`src/rtl/axi_write_arbiter.sv`:
```
// Two-requester arbiter for the AXI write channel: D-cache writeback vs uncached store.
// Round-robin on ties, grant held until the final beat, busy/address status for RAW stalls.
module axi_write_arbiter #(
  parameter int AXI_DATA_WIDTH = 64,
  parameter int AXI_ADDR_WIDTH = 32
) (
  input  logic                      clk,
  input  logic                      rst,
  input  logic                      dc_w_valid,
  output logic                      dc_w_ready,
  input  logic [AXI_DATA_WIDTH-1:0] dc_w_data,
  input  logic [AXI_ADDR_WIDTH-1:0] dc_w_addr,
  input  logic [7:0]                dc_w_len,
  input  logic [2:0]                dc_w_size,
  output logic                      dc_w_last_i,
  input  logic                      uc_w_valid,
  output logic                      uc_w_ready,
  input  logic [AXI_DATA_WIDTH-1:0] uc_w_data,
  input  logic [AXI_ADDR_WIDTH-1:0] uc_w_addr,
  input  logic [7:0]                uc_w_len,
  input  logic [2:0]                uc_w_size,
  output logic                      uc_w_last_i,
  output logic                      w_valid_i,
  output logic [AXI_DATA_WIDTH-1:0] rw_w_data_i,
  output logic [AXI_ADDR_WIDTH-1:0] w_addr_i,
  output logic [2:0]                w_size_i,
  output logic [7:0]                w_len_i,
  input  logic                      w_ready_o,
  input  logic                      w_last_i,
  output logic                      wr_busy,
  output logic [AXI_ADDR_WIDTH-1:0] wr_busy_addr,
  output logic                      len_err,
  output logic                      proto_err
);

  typedef enum logic [1:0] {
    IDLE   = 2'd0,
    GNT_DC = 2'd1,
    GNT_UC = 2'd2
  } state_t;

  state_t                    r_state;
  state_t                    w_state_nxt;
  logic                      r_rr_last;
  logic                      w_rr_last_nxt;
  logic [8:0]                r_beat_cnt;
  logic [8:0]                w_beat_cnt_nxt;
  logic [AXI_ADDR_WIDTH-1:0] r_busy_addr;
  logic [AXI_ADDR_WIDTH-1:0] w_busy_addr_nxt;
  logic                      r_proto_err;
  logic                      w_valid_drop;
  logic                      w_pick_dc;
  logic                      w_pick_uc;
  logic                      w_done;
  logic                      w_sel_uc;
  logic                      w_gnt_valid;
  logic [7:0]                w_gnt_len;

  // rr_last == 1 means UC won last, so DC takes the tie
  assign w_pick_dc = dc_w_valid & (~uc_w_valid | r_rr_last);
  assign w_pick_uc = uc_w_valid & (~dc_w_valid | ~r_rr_last);
  assign w_sel_uc  = (r_state == GNT_UC);
  assign w_gnt_valid = w_sel_uc ? uc_w_valid : dc_w_valid;
  assign w_gnt_len   = w_sel_uc ? uc_w_len : dc_w_len;
  assign w_done      = w_ready_o & w_last_i;

  // State and bookkeeping registers
  always_ff @(posedge clk) begin
    if (rst) begin
      r_state     <= IDLE;
      r_rr_last   <= 1'b1;
      r_beat_cnt  <= 9'd0;
      r_busy_addr <= '0;
      r_proto_err <= 1'b0;
    end else begin
      r_state     <= w_state_nxt;
      r_rr_last   <= w_rr_last_nxt;
      r_beat_cnt  <= w_beat_cnt_nxt;
      r_busy_addr <= w_busy_addr_nxt;
      r_proto_err <= r_proto_err | w_valid_drop;
    end
  end

  // Next-state and combinational pass-through of the granted requester
  always_comb begin
    w_state_nxt     = r_state;
    w_rr_last_nxt   = r_rr_last;
    w_beat_cnt_nxt  = r_beat_cnt;
    w_busy_addr_nxt = r_busy_addr;
    w_valid_drop    = 1'b0;
    dc_w_ready      = 1'b0;
    dc_w_last_i     = 1'b0;
    uc_w_ready      = 1'b0;
    uc_w_last_i     = 1'b0;
    w_valid_i       = 1'b0;
    rw_w_data_i     = '0;
    w_addr_i        = '0;
    w_size_i        = 3'd0;
    w_len_i         = 8'd0;
    len_err         = 1'b0;
    case (r_state)
      IDLE: begin
        if (w_pick_dc) begin
          w_state_nxt     = GNT_DC;
          w_rr_last_nxt   = 1'b0;
          w_busy_addr_nxt = dc_w_addr;
          w_beat_cnt_nxt  = 9'd0;
        end else if (w_pick_uc) begin
          w_state_nxt     = GNT_UC;
          w_rr_last_nxt   = 1'b1;
          w_busy_addr_nxt = uc_w_addr;
          w_beat_cnt_nxt  = 9'd0;
        end else begin
          w_state_nxt = IDLE;
        end
      end
      GNT_DC, GNT_UC: begin
        w_valid_i    = 1'b1;
        w_valid_drop = ~w_gnt_valid;
        if (w_sel_uc) begin
          rw_w_data_i = uc_w_data;
          w_addr_i    = uc_w_addr;
          w_size_i    = uc_w_size;
          w_len_i     = uc_w_len;
          uc_w_ready  = w_ready_o;
          uc_w_last_i = w_done;
        end else begin
          rw_w_data_i = dc_w_data;
          w_addr_i    = dc_w_addr;
          w_size_i    = dc_w_size;
          w_len_i     = dc_w_len;
          dc_w_ready  = w_ready_o;
          dc_w_last_i = w_done;
        end
        if (w_ready_o && (r_beat_cnt != 9'h1FF)) begin
          w_beat_cnt_nxt = r_beat_cnt + 9'd1;
        end else begin
          w_beat_cnt_nxt = r_beat_cnt;
        end
        // Grant cannot be cancelled, so only the final beat releases it
        if (w_done) begin
          w_state_nxt = IDLE;
          len_err     = (r_beat_cnt != {1'b0, w_gnt_len});
        end else begin
          w_state_nxt = r_state;
        end
      end
      default: begin
        w_state_nxt = IDLE;
      end
    endcase
  end

  assign wr_busy      = (r_state != IDLE);
  assign wr_busy_addr = wr_busy ? r_busy_addr : '0;
  assign proto_err    = r_proto_err;

endmodule
```
`config.mk`:
```
export PLATFORM = sky130hd
export DESIGN_NAME = axi_write_arbiter
export DESIGN_NICKNAME = d
export VERILOG_FILES = /design/src/rtl/axi_write_arbiter.sv
export SDC_FILE = /design/constraint.sdc
export NUM_CORES = 1
export LEC_CHECK = 0
export ABC_AREA = 1
export CAP_MARGIN = 20
export CORE_AREA = 2 2 142 144
export DETAILED_ROUTE_END_ITERATION = 8
export DIE_AREA = 0 0 144 146
export PLACE_DENSITY = 0.67
export SLEW_MARGIN = 40
export SYNTH_ARGS = -nofsm -noshare
export SYNTH_HDL_FRONTEND = slang
export SYNTH_SLANG_ARGS = --single-unit
```
`constraint.sdc`:
```
create_clock -name clk -period 2.2 [get_ports clk]
set_input_delay 0.44 -clock clk [delete_from_list [all_inputs] [get_ports clk]]
set_output_delay 0.44 -clock clk [all_outputs]
set_load 0.01 [all_outputs]
```
# Word-level counts from Yosys, hierarchy flattened
# Cells that the tools add are included.
# classes
addsub,1
n_eq_ne,7
mux,34
bitwise,10
n_reduce_logical,8
# op_table
cell,n
$mux 32,5
$mux 64,2
$mux 9,3
$pmux 9 s2,1
$mux 8,2
$mux 1,15
$add 9x1->9 const B,1
$ne 9x8->1,1
$ne 9x9->1 const B,1
$mux 2,3
$mux 3,2
$reduce_bool 2->1,3
$ne 2x2->1 const B,2
$not 1->1,4
$pmux 2 s2,1
$and 1x1->1,3
$ne 3x3->1 const B,1
$or 1x1->1,3
$reduce_and 3->1,1
$eq 2x1->1 const B,1
$eq 2x2->1 const B,1
$logic_not 2->1,1
$reduce_and 2->1,1
$reduce_or 2->1,1
$logic_and 1x1->1,1
# word_totals
register_bits,45
in_bits,220
output_inout_bits,147
elab_cells,65

# Depth between registers and ports, before layout
# Gate-level depths: netlist of run 1.
# depth
ltp_word,6
ltp_mapped,13
mapped_depth_nobuf,13

# Worst setup path after synthesis of run 1
# Ideal clock, no wire load.
# synth_timing
path_type,reg-to-output
start,register r_state[0]
end,output w_addr_i[12]
t_arrival_ns,1.507
required_ns,1.760
slack_ns,0.253
path_stages_with_launch,8
path_buffers,1
path_cell_list,dfxtp_1 -> inv_1 -> ha_1 -> inv_2 -> nor2_4 -> inv_2 -> clkbuf_1 -> o21ai_0
# synth_between
elab_chain_len,3
# synth_rtl
element,line,source
from (decl),42,state_t r_state;
from (signal assigned),76,r_state <= w_state_nxt;
$eq 2x2->1 / $eq 2x1->1 (equally long branches),"62, 101",
$mux 32 / $reduce_or 2->1 (equally long branches),"120, 101",
$mux 32 *,101,case (r_state)
to (decl),25,"output logic [AXI_ADDR_WIDTH-1:0] w_addr_i,"
# Every way passes the cells marked *; elsewhere a longest branch is shown, timed or not.

# Worst setup path after layout of run 1
# layout_timing
start,register r_state[1]
end,output rw_w_data_i[2]
# layout_between
elab_chain_len,3
# layout_rtl
element,line,source
$eq 2x2->1 / $eq 2x1->1 (equally long branches),"62, 101",
$mux 64 / $reduce_or 2->1 (equally long branches),"120, 101",
$mux 64 *,101,
to (decl),24,"output logic [AXI_DATA_WIDTH-1:0] rw_w_data_i,"
# Marked as above.

==> impl_metrics.ini, run 1 <==
[timing]
rsz0062_at_grt = true
hold_viol = 0
clock-skew-final_ps = 5.50
finalSetupViolCount = 65
slew_viol_final = 0
fin_crit_ps = 2290
relSlewSlack_pct = 80.6
fin_crit_sh_pct = 104
tightest_slew_ps = 291
final.setup.tns_ps = -1080
fmax_ghz = 0.437
fin_ws_ps = -85.9

[synth]
synth.area.top_cells = dfxtp_1, a22o_1, inv_1
synth_nets = 881
synth_edf_count = 0
synth_cells = 657
post-synth-top-area-fraction_pct = 23.0
ys_seq_area_share_pct = 23.0
synth_common_cells = inv_1, nand2_1, o21ai_0
synth_most_common_cell = inv_1
synthFlopType = dfxtp_1
yosysTopAreaCell = dfxtp_1
synth_area_sq_um = 3920
synth.distinct_cells = 27
syn_avg_cell_area_sq_um = 5.96
synth_seq_cells = 45
async_flop_share_pct = 0
yosysWarnings = 0

[min_path]
hold_depth = 2
min_path_type = reg2reg

[global_routing]
overflow = 0
grt_max_degree = 53
grt_pass1_vias = 5175
grt_use_total_pct = 19.3
antenna_found_initial = 8
grt_pass1_wl_mm = 30.6

[clock_network]
clkTransAtPathRegs_ps = 60
cts.path.max_buffers = 2
insertion_delay_ps = 290
clock_sinks = 45
cts_hold_buf = 0
tritoncts = yes
cts_buffers = 5
cts_max_level = 2
clockRootBuffer = clkbuf_16

[layout]
layout-drive-gt1-share_pct = 20.3
final_nets = 1268
n_fill_cell = 2024
final_cell_area_sq_um = 8400
synthToLayoutAreaGrowth_pct = 114
fin_cells = 1316
fin_util_pct = 43.5
multi_input_area_sq_um = 2370
ff_latch_area_sq_um = 903

[placement]
port_buffers = 366
placed_area_sq_um = 8090
place_congestion = 0.839
hpwl_mm = 17.3
dp_cells = 1277

[worst_setup_path]
cp.required_ps = 1760
slowest_stage = dfxtp_2
crit_top_cell = buf_6
cp-end-kind = output port
max_stage_delay_ps = 360
r2r_cells = 13
critPathLaunchType = flop
criticalPathCategory = reg2out
crit_chain = inv_2 > ha_4 > inv_4 > nor2_4 > buf_6 > buf_8 > buf_12 > buf_6 > a22o_1 > buf_2
path_max_fanout = 6
arrival_ps = 1850

[route]
wl_mm = 22.1
first_pass_iters = 5
drc = 0
avgViaCountPerCell = 4.37
wl_per_cell_um = 16.8
antenna_left = 0
drtIter0Drc = 176
vias = 5745

[status]
violations = setup timing
status = complete, but fails checks

[floorplan]
rows = 51
start_util_pct = 20.3
core-area_sq_um = 19300
die_h_um = 146
ios = 367
die_w_um = 144
dieArea_sq_um = 21000

[pwr]
powerDensity_nw_per_um2 = 831
vdd_drop_max_mv = 0.291
p_leak_nw = 4.57

[job]
cap_violations = 0
## metrics by stage
stage | setup slack, ps | total power, mW | hold slack (ps)
after floorplan | 253 | 3.23 | 448
after global placement | -294 | 5.81 | 465
after detailed placement | -301 | 5.82 | 472
after CTS | -236 | 7.10 | 483
after global routing | -179 | 7.46 | 498
final | -85.9 | 6.98 | 482
## registers in the layout, indices dropped and copies added, names as in the netlist
name and count:
r_state 2, r_rr_last 1, r_busy_addr 32, r_beat_cnt 9, proto_err 1
## metal layers
| metal | share of wire [%] | vias to the layer above | global-route usage, % |
|---|---|---|---|
| met3 | 8.6 | 29 | 5.23 |
| met2 | 51 | 238 | 35.3 |
| li1 | - | 2905 | - |
| met1 | 37 | 2569 | 20.9 |
| met4 | 2.7 | 4 | 7.11 |
| met5 | 0.14 | - | 0 |
## where the power goes
part	internal (mW)	total (mW)	switching (mW)
combinational	2.49	4.92	2.43
clock	0.649	0.983	0.333
sequential	1.00	1.08	0.0784
total	4.14	6.98	2.84
## placed cells by master, fill, tap and decap left out, types with 4 or more instances in the layout
| cell | n |
|---|---|
| dlygate4sd2_1 | 9 |
| nor2_1 | 56 |
| inv_2 | 4 |
| nand2_2 | 6 |
| nand3_1 | 16 |
| nand2_1 | 123 |
| inv_1 | 126 |
| o21ai_0 | 59 |
| buf_6 | 15 |
| clkbuf_16 | 8 |
| clkbuf_2 | 4 |
| clkdlybuf4s50_1 | 222 |
| a21oi_1 | 42 |
| buf_12 | 18 |
| diode_2 | 6 |
| dlymetal6s2s_1 | 30 |
| a22o_1 | 66 |
| buf_2 | 96 |
| dfxtp_1 | 43 |
| buf_4 | 22 |
| o21ai_2 | 10 |
| o21ai_1 | 35 |
## critical path: cells and delay by family (launching register included)
family          cells  cell delay [ps]
compound gates      1              160
fa+ha+maj           1              260
buf+inv             7              740
flops               1              360
simple gates        1               40
## timing repair
item | in CTS | in global routing
setup endpoints to repair | 145 | 138
pin swaps | 30 | 38
setup buffers | 19 | 4
gates resized for setup | 467 | 85
gates cloned | 5 | 4
## cells by family after synthesis
| group | Yosys count | share of synthesized area (%) |
|---|---|---|
| AND/OR/NAND/NOR | 210 | 21.5 |
| AO/OA/AOI/OAI | 218 | 34.7 |
| buffers and inverters | 180 | 19.6 |
| adder cells (fa/ha/maj) | 4 | 1.28 |
| flip-flops | 45 | 23.0 |
## path summary, 6_finish.rpt
kind / startpoint / slack, ps / end
max reg2reg: r_beat_cnt[0]$_SDFFE_PP0P_ / 230 / r_beat_cnt[6]$_SDFFE_PP0P_
min reg2reg: r_beat_cnt[5]$_SDFFE_PP0P_ / 480 / r_beat_cnt[5]$_SDFFE_PP0P_
max: r_state[1]$_SDFFE_PP0P_ / -90 / rw_w_data_i[2]
min: r_beat_cnt[5]$_SDFFE_PP0P_ / 480 / r_beat_cnt[5]$_SDFFE_PP0P_
## area by class of cell
type,count,share of cell area [%]
multi-input cells,432,28.2
diodes,6,0.179
well taps,265,3.95
flip-flops and latches,45,10.8
clock inverters,3,0.774
inverters,135,6.19
clock buffers,5,1.49
repair buffers,425,48.5
Note: power is estimated with default switching activity, not from simulation.
==> inputs of run 2 (changes only) <==
--- a/config.mk
+++ b/config.mk
@@ -8,6 +8,7 @@
 export ABC_AREA = 1
 export CAP_MARGIN = 20
 export CORE_AREA = 2 2 142 144
+export CTS_CLUSTER_SIZE = 8
 export DETAILED_ROUTE_END_ITERATION = 8
 export DIE_AREA = 0 0 144 146
 export PLACE_DENSITY = 0.67
==> results of run 2 <==
No change in the layout: final DEF, timing and power equal those of run 1.
